File: src/rtl/spread_pkg.sv
// Shared constants and helpers for the spread statistics block.
package spread_pkg;

    localparam int PRICE_W = 8;
    localparam int MAX_W   = 32;

    localparam logic [PRICE_W-1:0] EMPTY_BID   = '0;
    localparam logic [PRICE_W-1:0] EMPTY_ASK   = '1;
    localparam logic [PRICE_W-1:0] IDLE_SPREAD = 8'd88;

    function automatic logic [MAX_W-1:0] abs_diff(
        input logic [MAX_W-1:0] a,
        input logic [MAX_W-1:0] b
    );
        return (a >= b) ? a - b : b - a;
    endfunction

endpackage

File: src/rtl/spread_stats_if.sv
// Quote/match inputs and statistics outputs of spread_stats.
interface spread_stats_if #(
    parameter int PW    = spread_pkg::PRICE_W,
    parameter int DEPTH = 8
);
    localparam int CW = $clog2(DEPTH) + 1;

    logic          enable_count;
    logic          match_signal;
    logic [PW-1:0] buy_price;
    logic [PW-1:0] sell_price;
    logic          clear_stats;
    logic [PW-1:0] spread_now;
    logic          spread_valid;
    logic          crossed;
    logic          invalid_pulse;
    logic [PW-1:0] spread_min;
    logic [PW-1:0] spread_max;
    logic [PW-1:0] spread_avg;
    logic          avg_valid;
    logic [CW-1:0] sample_count;

    modport master (
        output enable_count, match_signal, buy_price, sell_price, clear_stats,
        input  spread_now, spread_valid, crossed, invalid_pulse,
        input  spread_min, spread_max, spread_avg, avg_valid, sample_count
    );

    modport slave (
        input  enable_count, match_signal, buy_price, sell_price, clear_stats,
        output spread_now, spread_valid, crossed, invalid_pulse,
        output spread_min, spread_max, spread_avg, avg_valid, sample_count
    );

endinterface

File: src/rtl/spread_window.sv
// Sliding window of the last DEPTH spreads: circular buffer, running sum
// and saturating fill count. Clear wins over a same-cycle sample.
module spread_window
    import spread_pkg::*;
#(
    parameter int W     = PRICE_W,
    parameter int DEPTH = 8
) (
    input  logic                         clk,
    input  logic                         reset,
    input  logic                         clear,
    input  logic                         sample,
    input  logic [W-1:0]                 data,
    output logic [W+$clog2(DEPTH)-1:0]   sum,
    output logic [$clog2(DEPTH):0]       count
);

    localparam int LG = $clog2(DEPTH);
    localparam int SW = W + LG;

    logic [W-1:0]  win_q [DEPTH];
    logic [LG-1:0] ptr_q;
    logic [LG-1:0] ptr_nxt;
    logic [SW-1:0] sum_q;
    logic [LG:0]   cnt_q;
    logic          full;
    logic [W-1:0]  evicted;

    assign full    = (cnt_q == (LG+1)'(DEPTH));
    assign evicted = full ? win_q[ptr_q] : '0;
    assign ptr_nxt = (ptr_q == LG'(DEPTH-1)) ? '0 : ptr_q + LG'(1);

    always_ff @(posedge clk) begin
        if (reset) begin
            for (int i = 0; i < DEPTH; i++) win_q[i] <= '0;
            ptr_q <= '0;
            sum_q <= '0;
            cnt_q <= '0;
        end else if (clear) begin
            // a sample arriving with the clear becomes entry 0 of the new window
            for (int i = 0; i < DEPTH; i++) win_q[i] <= '0;
            if (sample) win_q[0] <= data;
            ptr_q <= sample ? LG'(1) : '0;
            sum_q <= sample ? SW'(data) : '0;
            cnt_q <= {{LG{1'b0}}, sample};
        end else if (sample) begin
            win_q[ptr_q] <= data;
            ptr_q <= ptr_nxt;
            sum_q <= sum_q + SW'(data) - SW'(evicted);
            if (!full) cnt_q <= cnt_q + (LG+1)'(1);
        end
    end

    assign sum   = sum_q;
    assign count = cnt_q;

endmodule

File: src/rtl/spread_stats.sv
// Per-match bid/ask spread with min/max and windowed average.
// SPREAD_HOLD_LAST_EN: hold spread_now/crossed between samples.
module spread_stats #(
    parameter int            PW          = spread_pkg::PRICE_W,
    parameter int            DEPTH       = 8,
    parameter logic [PW-1:0] IDLE_SPREAD = PW'(spread_pkg::IDLE_SPREAD)
) (
    input  logic           clk,
    input  logic           reset,
    spread_stats_if.slave  bus
);

    localparam int LG = $clog2(DEPTH);
    localparam int AW = spread_pkg::MAX_W;

    logic          gated;
    logic          quote_ok;
    logic          sample;
    logic          bad_quote;
    logic          is_cross;
    logic [PW-1:0] diff;

    logic [PW-1:0] now_q;
    logic          valid_q;
    logic          cross_q;
    logic          inv_q;
    logic [PW-1:0] min_q;
    logic [PW-1:0] max_q;

    logic [PW+LG-1:0] win_sum;
    logic [LG:0]      win_cnt;

    assign gated     = bus.match_signal & bus.enable_count;
    assign quote_ok  = (bus.sell_price != '1) && (bus.buy_price != '0);
    assign sample    = gated & quote_ok;
    assign bad_quote = gated & ~quote_ok;
    assign is_cross  = (bus.buy_price >= bus.sell_price);
    assign diff      = PW'(spread_pkg::abs_diff(AW'(bus.buy_price),
                                                 AW'(bus.sell_price)));

    always_ff @(posedge clk) begin
        if (reset) begin
            now_q   <= '0;
            valid_q <= 1'b0;
            cross_q <= 1'b0;
            inv_q   <= 1'b0;
            min_q   <= '1;
            max_q   <= '0;
        end else begin
            valid_q <= sample;
            inv_q   <= bad_quote;
`ifdef SPREAD_HOLD_LAST_EN
            if (sample) begin
                now_q   <= diff;
                cross_q <= is_cross;
            end
`else
            now_q   <= sample ? diff : IDLE_SPREAD;
            cross_q <= sample & is_cross;
`endif
            if (bus.clear_stats) begin
                min_q <= sample ? diff : '1;
                max_q <= sample ? diff : '0;
            end else if (sample) begin
                if (diff < min_q) min_q <= diff;
                if (diff > max_q) max_q <= diff;
            end
        end
    end

    spread_window #(
        .W     (PW),
        .DEPTH (DEPTH)
    ) u_window (
        .clk    (clk),
        .reset  (reset),
        .clear  (bus.clear_stats),
        .sample (sample),
        .data   (diff),
        .sum    (win_sum),
        .count  (win_cnt)
    );

    assign bus.spread_now    = now_q;
    assign bus.spread_valid  = valid_q;
    assign bus.crossed       = cross_q;
    assign bus.invalid_pulse = inv_q;
    assign bus.spread_min    = min_q;
    assign bus.spread_max    = max_q;
    assign bus.spread_avg    = win_sum[PW+LG-1:LG];
    assign bus.avg_valid     = (win_cnt == (LG+1)'(DEPTH));
    assign bus.sample_count  = win_cnt;

endmodule

File: src/flat_wrapper.sv
// flat-port wrapper written by rule: the top's interface ports become plain ports
module spread_stats_flat 
#(
    parameter int            PW          = spread_pkg::PRICE_W,
    parameter int            DEPTH       = 8,
    parameter logic [PW-1:0] IDLE_SPREAD = PW'(spread_pkg::IDLE_SPREAD)
)
  (clk, reset, bus_enable_count, bus_match_signal, bus_buy_price, bus_sell_price, bus_clear_stats, bus_spread_now, bus_spread_valid, bus_crossed, bus_invalid_pulse, bus_spread_min, bus_spread_max, bus_spread_avg, bus_avg_valid, bus_sample_count);
  spread_stats_if #(.PW(PW), .DEPTH(DEPTH)) bus_i ();
  input  logic clk;
  input  logic reset;
  input wire logic [$bits(bus_i.enable_count)-1:0] bus_enable_count;
  input wire logic [$bits(bus_i.match_signal)-1:0] bus_match_signal;
  input wire logic [$bits(bus_i.buy_price)-1:0] bus_buy_price;
  input wire logic [$bits(bus_i.sell_price)-1:0] bus_sell_price;
  input wire logic [$bits(bus_i.clear_stats)-1:0] bus_clear_stats;
  output wire logic [$bits(bus_i.spread_now)-1:0] bus_spread_now;
  output wire logic [$bits(bus_i.spread_valid)-1:0] bus_spread_valid;
  output wire logic [$bits(bus_i.crossed)-1:0] bus_crossed;
  output wire logic [$bits(bus_i.invalid_pulse)-1:0] bus_invalid_pulse;
  output wire logic [$bits(bus_i.spread_min)-1:0] bus_spread_min;
  output wire logic [$bits(bus_i.spread_max)-1:0] bus_spread_max;
  output wire logic [$bits(bus_i.spread_avg)-1:0] bus_spread_avg;
  output wire logic [$bits(bus_i.avg_valid)-1:0] bus_avg_valid;
  output wire logic [$bits(bus_i.sample_count)-1:0] bus_sample_count;
  assign bus_i.enable_count = bus_enable_count;
  assign bus_i.match_signal = bus_match_signal;
  assign bus_i.buy_price = bus_buy_price;
  assign bus_i.sell_price = bus_sell_price;
  assign bus_i.clear_stats = bus_clear_stats;
  assign bus_spread_now = bus_i.spread_now;
  assign bus_spread_valid = bus_i.spread_valid;
  assign bus_crossed = bus_i.crossed;
  assign bus_invalid_pulse = bus_i.invalid_pulse;
  assign bus_spread_min = bus_i.spread_min;
  assign bus_spread_max = bus_i.spread_max;
  assign bus_spread_avg = bus_i.spread_avg;
  assign bus_avg_valid = bus_i.avg_valid;
  assign bus_sample_count = bus_i.sample_count;
  spread_stats #(.PW(PW), .DEPTH(DEPTH), .IDLE_SPREAD(IDLE_SPREAD)) u_core (.clk(clk), .reset(reset), .bus(bus_i));
endmodule
File: config.mk
export PLATFORM = sky130hd
export DESIGN_NAME = spread_stats_flat
export DESIGN_NICKNAME = d
export VERILOG_FILES = /design/src/rtl/spread_pkg.sv /design/src/rtl/spread_stats_if.sv /design/src/rtl/spread_window.sv /design/src/rtl/spread_stats.sv /design/src/flat_wrapper.sv
export SDC_FILE = /design/constraint.sdc
export NUM_CORES = 1
export LEC_CHECK = 0
export BUFFER_PORTS_ARGS = -buffer_cell sky130_fd_sc_hd__buf_2
export CELL_PAD_IN_SITES_DETAIL_PLACEMENT = 1
export CELL_PAD_IN_SITES_GLOBAL_PLACEMENT = 1
export CORE_MARGIN = 2
export CORE_UTILIZATION = 47
export DETAILED_ROUTE_END_ITERATION = 10
export PLACE_DENSITY_LB_ADDON = 0.1
export SKIP_CTS_REPAIR_TIMING = 1
export SYNTH_ARGS = -nofsm -noshare
export SYNTH_HDL_FRONTEND = slang
export SYNTH_SLANG_ARGS = --single-unit
export TNS_END_PERCENT = 1
File: constraint.sdc
create_clock -name clk -period 5.8 [get_ports clk]
set_clock_uncertainty 0.15 [all_clocks]
set_input_delay 0.87 -clock clk [delete_from_list [all_inputs] [get_ports clk]]
set_output_delay 0.87 -clock clk [all_outputs]
set_load 0.005 [all_outputs]
# After elaboration in Yosys (flattened, before gate mapping)
# Memory sizes are Yosys's and may differ from the RTL's. A register that Yosys moved wholly into a read port is not among the register bits.
# Index checks and enable logic that the tools add are counted.
[totals] register_bits=45 ramBits=64 word_cells=101 output_inout_bits=40 memories=1 in_bits=21
[memory_table] memory="u_core.u_window.win_q" depth=8 width=8 rd=1 rd_ports_with_merged_regs=1 wr=8 line="spread_window.sv:21" rtl="logic [W-1:0] win_q [DEPTH];"
[op_classes] eq_ne=4 n_lt_le_gt_ge=4 n_bitwise=16 n_addsub=6 reduce_logical=12 mux=47
[op_table] op="8-bit 2-to-1 mux" count=21
[op_table] op="11-bit 2-to-1 mux" count=2
[op_table] op="3-bit 2-to-1 mux" count=6
[op_table] op="1-bit 2-to-1 mux" count=17
[op_table] op="8-bit greater-or-equal comparator" count=2
[op_table] op="8-bit subtractor" count=2
[op_table] op="11-bit by 8-bit adder with 11-bit output" count=1
[op_table] op="11-bit by 8-bit subtractor with 11-bit output" count=1
[op_table] op="1-bit OR" count=9
[op_table] op="8-bit greater-than comparator" count=1
[op_table] op="8-bit less-than comparator" count=1
[op_table] op="8-bit inequality test (second input constant)" count=1
[op_table] op="2-bit AND reduction" count=4
[op_table] op="8-bit nonzero test" count=1
[op_table] op="8-bit OR reduction" count=1
[op_table] op="7-bit 2-to-1 mux" count=1
[op_table] op="2-bit nonzero test" count=3
[op_table] op="4-bit by 1-bit adder with 4-bit output (second input constant)" count=1
[op_table] op="1-bit bitwise AND" count=4
[op_table] op="4-bit == test (second input constant)" count=1
[op_table] op="2-bit OR reduction" count=2
[op_table] op="3-bit by 1-bit adder with 3-bit output (second input constant)" count=1
[op_table] op="3-bit == test (second input constant)" count=1
[op_table] op="1-bit inverter" count=3
[op_table] op="other kinds (2)" count=2

# Depth between registers and ports, before layout
[depth] word_depth=9 depth_mapped=20 depth_no_buf=18

# By module
# From an unflattened synthesis, not the netlist that was laid out.
[unflattened] hier_cells=623 hier_area_um2=6449.9
[by_module_without_submodules] module="spread_window" cells_each=408 area_each_um2=4574.4 instances=1 seq_area_each_um2=2342.2
[by_module_without_submodules] module="spread_stats" cells_each=215 area_each_um2=1875.5 instances=1 seq_area_each_um2=540.5

# Worst setup path before layout
# No wires, ideal clock.
[synth_timing] kind="input port to flip-flop" start="input port bus_buy_price[0]" end="register u_core.u_window.sum_q[6], in the netlist u_core.u_window.sum[6]" required_time_ps=5516 arrival_time_ps=4435 setup_time_ps=134 path_buffers=2 path_stages=18 setup_slack_ps=1081 cell_sequence="inv_1 -> ha_1 -> inv_1 -> fa_1 -> nand3_1 -> a31oi_2 -> nor3_2 -> buf_6 -> mux2i_1 -> buf_2 -> fa_1 -> fa_1 -> nor2b_1 -> o31a_1 -> o21ai_0 -> and4_1 -> a211oi_1 -> o22ai_1"
[synth_between] elab_chain_len=6 word_cells_on_any_way=13 cone_classes="add/sub: 4; order compare: 1; mux: 4; bitwise: 1; reduce/logical: 3"
[synth_lines] element="from (decl)" line="flat_wrapper.sv:14" rtl="input wire logic [$bits(bus_i.buy_price)-1:0] bus_buy_price;"
[synth_lines] element="8-bit subtractor / 8-bit greater-or-equal comparator (equally long branches)" line="spread_pkg.sv:15" rtl="return (a >= b) ? a - b : b - a;"
[synth_lines] element="8-bit 2-to-1 mux" line="spread_pkg.sv:15"
[synth_lines] element="11-bit by 8-bit adder with 11-bit output" line="spread_window.sv:49" rtl="sum_q <= sum_q + SW'(data) - SW'(evicted);"
[synth_lines] element="11-bit by 8-bit subtractor with 11-bit output" line="spread_window.sv:49"
[synth_lines] element="11-bit 2-to-1 mux" line="spread_window.sv:46" rtl="end else if (sample) begin"
[synth_lines] element="11-bit 2-to-1 mux" line="spread_window.sv:39" rtl="end else if (clear) begin"
[synth_lines] element="to (signal assigned)" line="spread_window.sv:44" rtl="sum_q <= sample ? SW'(data) : '0;"
[synth_lines] element="to (signal assigned)" line="spread_window.sv:49"
[synth_lines] element="to (decl)" line="spread_window.sv:24" rtl="logic [SW-1:0] sum_q;"
# Parallel ways exist; a longest one is shown, timed or not. The select of a mux whose other input is x is not followed.
# A chain may end at the register's enable or synchronous reset.

# Worst setup path in the final report
[layout_timing] start="input port bus_buy_price[0]" end="register u_core.max_q[0], in the netlist u_core.bus.spread_max[0]"
[layout_between] elab_chain_len=5 word_cells_on_any_way=15 cone_classes="add/sub: 2; order compare: 2; mux: 5; bitwise: 1; reduce/logical: 5"
[layout_lines] element="8-bit subtractor / 8-bit greater-or-equal comparator (equally long branches)" line="spread_pkg.sv:15"
[layout_lines] element="8-bit 2-to-1 mux (*)" line="spread_pkg.sv:15"
[layout_lines] element="via u_core.diff[3]" line="spread_stats.sv:21" rtl="logic [PW-1:0] diff;"
[layout_lines] element="8-bit greater-than comparator (*)" line="spread_stats.sv:66" rtl="if (diff > max_q) max_q <= diff;"
[layout_lines] element="2-bit nonzero test (no line) (*)"
[layout_lines] element="2-bit AND reduction (no line) (*)"
[layout_lines] element="to (signal assigned)" line="spread_stats.sv:63" rtl="max_q <= sample ? diff : '0;"
[layout_lines] element="to (signal assigned)" line="spread_stats.sv:66"
[layout_lines] element="to (decl)" line="spread_stats.sv:28" rtl="logic [PW-1:0] max_q;"
# The timed path passes the listed nets; every way through them passes the cells marked *. The select of a mux whose other input is x is not followed.

==> run_summary.xml <==
<?xml version="1.0" encoding="UTF-8"?>
<metrics>
  <group name="outcome">
    <metric name="status" unit="">complete, no violations</metric>
  </group>
  <group name="route">
    <metric name="detailroute.via_count" unit="">4943</metric>
    <metric name="drc" unit="">0</metric>
    <metric name="route.detailed.wl_per_inst" unit="um">20.1</metric>
    <metric name="drt.antenna.violating_nets" unit="">0</metric>
    <metric name="drt-initial-drc-count" unit="">332</metric>
    <metric name="drt_via_density" unit="">5.73</metric>
    <metric name="route.final.wire_length" unit="mm">17.3</metric>
    <metric name="drt_first_pass_iters" unit="">6</metric>
  </group>
  <group name="cts">
    <metric name="path_clk_slew" unit="ns">0.09</metric>
    <metric name="htreeDepth" unit="">3</metric>
    <metric name="tritoncts.num_buffers" unit="">9</metric>
    <metric name="tritoncts" unit="">done</metric>
    <metric name="clk_latency_worst_skew_pair" unit="ns">0.36</metric>
    <metric name="cts.sinks" unit="">112</metric>
    <metric name="clockRootBuffer" unit="">clkbuf_16</metric>
    <metric name="max-clock-path-buffers" unit="">2</metric>
  </group>
  <group name="floorplan">
    <metric name="dieHeight" unit="um">122</metric>
    <metric name="floorplan.core_area" unit="um^2">13700</metric>
    <metric name="io_pins" unit="">61</metric>
    <metric name="floorplan.initialDensity" unit="">0.475</metric>
    <metric name="die_w" unit="um">122</metric>
    <metric name="floorplan.rows" unit="">43</metric>
    <metric name="fp.dieArea" unit="um^2">14800</metric>
  </group>
  <group name="grt">
    <metric name="first_global_vias" unit="">5114</metric>
    <metric name="antenna_found_initial" unit="">0</metric>
    <metric name="grt_pass1_wl" unit="mm">27.9</metric>
    <metric name="globalRouteOverflowTotal" unit="">0</metric>
    <metric name="grt_usage" unit="">0.249</metric>
    <metric name="grt_start_max_net_pins" unit="">36</metric>
  </group>
  <group name="synthesis">
    <metric name="netlist-cell-type-count" unit="">66</metric>
    <metric name="ys_ff_latch" unit="">112</metric>
    <metric name="synthesis.yosys.warnings" unit="">0</metric>
    <metric name="share_of_flip_flops_with_an_asynchronous_set_or_reset_after_synthesis" unit="">0</metric>
    <metric name="seq_area_frac_synth" unit="">0.443</metric>
    <metric name="synth_cells" unit="">638</metric>
    <metric name="synth-edff-count" unit="">64</metric>
    <metric name="synth_area_per_cell" unit="um^2">10.2</metric>
    <metric name="synthesis.nets" unit="">714</metric>
    <metric name="synth_area" unit="um^2">6510</metric>
    <metric name="post-synth-top-area-fraction" unit="">0.295</metric>
    <metric name="synth_top_area_cell" unit="">edfxtp_1</metric>
    <metric name="main_synth_ff_type" unit="">edfxtp_1</metric>
    <metric name="synthTopCellsByArea" unit="">edfxtp_1, dfxtp_1, ha_1</metric>
  </group>
  <group name="timing">
    <metric name="timing.slew.headroom" unit="">0.380</metric>
    <metric name="finalWorstPathRequiredPeriod" unit="ns">4.70</metric>
    <metric name="worst_pin_slew" unit="ns">0.929</metric>
    <metric name="setup_tns_final" unit="ns">0</metric>
    <metric name="hold_viol_final" unit="">0</metric>
    <metric name="maximum_frequency_from_static_timing_analysis" unit="MHz">213</metric>
    <metric name="share_of_the_clock_period_used_by_the_worst_path" unit="">0.810</metric>
    <metric name="timing.final.max_slew_violations" unit="">0</metric>
    <metric name="grt_setup_unrepaired" unit="">false</metric>
    <metric name="setup_viol" unit="">0</metric>
    <metric name="hold-worst-slack" unit="ns">0.347</metric>
  </group>
  <group name="cells_and_area">
    <metric name="drive_above_1_share" unit="">0.183</metric>
    <metric name="finish.utilization" unit="">0.525</metric>
    <metric name="antennaDiodeCount" unit="">0</metric>
    <metric name="area_delta_synth_final" unit="%">10.6</metric>
    <metric name="layout.nets" unit="">754</metric>
  </group>
  <group name="critical_path">
    <metric name="rr_worst_depth" unit="">14</metric>
    <metric name="worst-setup-path-type" unit="">input port to flip-flop</metric>
    <metric name="critical_path.max_fanout" unit="">12</metric>
    <metric name="critical_path.startpoint" unit="">bus_buy_price[0]</metric>
    <metric name="timing.critical_path.arrival" unit="ns">4.84</metric>
    <metric name="rr_endpoint" unit="">u_core.u_window.sum[6]</metric>
    <metric name="worstPathRequired" unit="ns">5.94</metric>
    <metric name="critical_path.endpoint_type" unit="">flip-flop</metric>
    <metric name="ff2ff_setup_slack" unit="ns">1.53</metric>
    <metric name="worstSetupStartpointType" unit="">input port</metric>
    <metric name="endpoint" unit="">u_core.bus.spread_max[0]</metric>
  </group>
  <group name="power">
    <metric name="static_leakage_power" unit="nW">3.09</metric>
    <metric name="total_switching_power" unit="uW">769</metric>
    <metric name="maximum_vdd_drop" unit="V">0.000133</metric>
    <metric name="seqPwrFrac" unit="">0.411</metric>
    <metric name="share_comb_of_total_power" unit="">0.301</metric>
    <metric name="sw_frac_of_total" unit="">0.346</metric>
    <metric name="cellPowerDensity" unit="nW/um^2">308</metric>
    <metric name="p_clk_frac" unit="">0.289</metric>
    <metric name="intPower" unit="mW">1.45</metric>
    <metric name="totalPowerFinal" unit="mW">2.22</metric>
  </group>
  <group name="place">
    <metric name="post-dp-hpwl" unit="mm">12.7</metric>
    <metric name="port_buffer_count" unit="">60</metric>
    <metric name="place.gp.congestion" unit="">0.899</metric>
  </group>
  <group name="run">
    <metric name="maxCapViolations" unit="">0</metric>
  </group>
  <group name="worst_hold_path">
    <metric name="hp-class" unit="">flip-flop to flip-flop</metric>
  </group>
</metrics>
==> worst min-delay path by stage <==
stage	slack [ns]	endpoint	cells past startpoint	start
2_1_floorplan	0.32	u_core.bus.spread_min[2]	2	u_core.bus.spread_min[2]
3_3_place_gp	0.32	u_core.bus.spread_min[0]	1	u_core.bus.spread_min[0]
3_5_place_dp	0.33	u_core.bus.spread_min[1]	1	u_core.bus.spread_min[1]
4_1_cts	0.35	u_core.bus.spread_min[1]	1	u_core.bus.spread_min[1]
5_1_grt	0.37	u_core.bus.spread_min[2]	2	u_core.bus.spread_min[2]
6_report	0.35	u_core.bus.spread_min[2]	2	u_core.bus.spread_min[2]
==> placed cells by master, fill, tap and decap left out, types with 6 or more instances in the layout <==
master	instances
a21o_1	14
a21oi_1	34
buf_2	60
buf_4	14
clkbuf_16	9
dfxtp_1	48
edfxtp_1	64
fa_1	10
ha_1	45
inv_1	60
mux2i_1	13
mux4_2	16
nand2_1	30
nand3_1	10
nand3b_1	6
nand4_1	12
nor2_1	102
nor3_1	9
o21ai_0	18
o31ai_1	7
==> registers in the layout (all words and copies together) (netlist names), named ones only <==
signal and count:
u_core.bus.crossed 1, u_core.bus.invalid_pulse 1, u_core.bus.spread_max 8, u_core.bus.spread_min 8
u_core.bus.spread_now 8, u_core.bus.spread_valid 1, u_core.u_window.count 4, u_core.u_window.ptr_q 3
u_core.u_window.sum 11, u_core.u_window.win_q 64
==> layer usage <==
metal | track usage | routed length (um) | up-vias
li1 | - | - | 2331
met1 | 0.336 | 7910 | 2481
met4 | 0.0654 | 288 | 0
met2 | 0.421 | 8440 | 111
met3 | 0.0384 | 693 | 20
met5 | 0 | 0 | -
==> synthesized netlist by cell type, types with 5 or more instances <==
cell      count
mux2i_1      13
o21ai_0      18
nand2_1      30
ha_1         45
dfxtp_1      48
buf_4        13
nand3b_1      6
edfxtp_1     64
inv_1        60
buf_2        12
nor3_1        9
fa_1         10
a211oi_1      5
a21oi_1      34
and3_1        5
nor2_1      102
nand4_1      12
nor2b_1       5
o31ai_1       7
a31oi_1       5
clkbuf_1     17
a21o_1       14
mux4_2       16
nand3_1      10
==> kinds of logic after synthesis <==
group | after synthesis | share of synthesized area
muxes | 33 | 0.0822
buffers and inverters | 106 | 0.0732
DFF | 112 | 0.443
adders and majority gates | 55 | 0.117
and+or+nand+nor | 205 | 0.150
AOI/OAI and AO/OA | 119 | 0.124
xor gates and xnor gates | 8 | 0.0108
==> critical path, cell delays in order <==
cell and delay, ns:
buf_2 0.11, inv_1 0.06, ha_1 0.16, inv_1 0.06, fa_1 0.40, nand3_1 0.12
a31oi_2 0.12, nor3_2 0.18, buf_4 0.23, mux2i_1 0.24, xor2_1 0.32, buf_4 0.28
inv_2 0.06, ha_1 0.31, a21oi_1 0.16, a21oi_1 0.09, o311a_4 0.40, or2_0 0.39
a211oi_2 0.27
==> power groups by stage <==
| stage | registers, mW | logic, mW | clock network (mW) |
|---|---|---|---|
| after floorplan | 0.920 | 0.473 | 0 |
| final | 0.913 | 0.668 | 0.642 |
| after global placement | 0.929 | 0.643 | 0 |
| after global routing | 0.920 | 0.748 | 0.675 |
| after detailed placement | 0.931 | 0.665 | 0 |
| after CTS | 0.913 | 0.672 | 0.650 |
==> layout make-up <==
cell class / instances / area (um^2)
clock inverters: 7 / 78.8
fillers: 1564 / 6510
clock buffers: 9 / 225
flip-flops and latches: 112 / 2880
inverters: 61 / 229
multi-input cells: 420 / 3160
well taps: 180 / 225
repair buffers: 74 / 405
==> stage by stage <==
stage	worst slack, ns	cell area (um^2)	instances
final	1.10	7210	863
after global routing	0.765	7210	863
after CTS	1.09	7210	863
after detailed placement	0.700	6900	847
after global placement	0.864	6900	847
after floorplan	1.08	6510	638
Power figures use the tool's default switching activity.
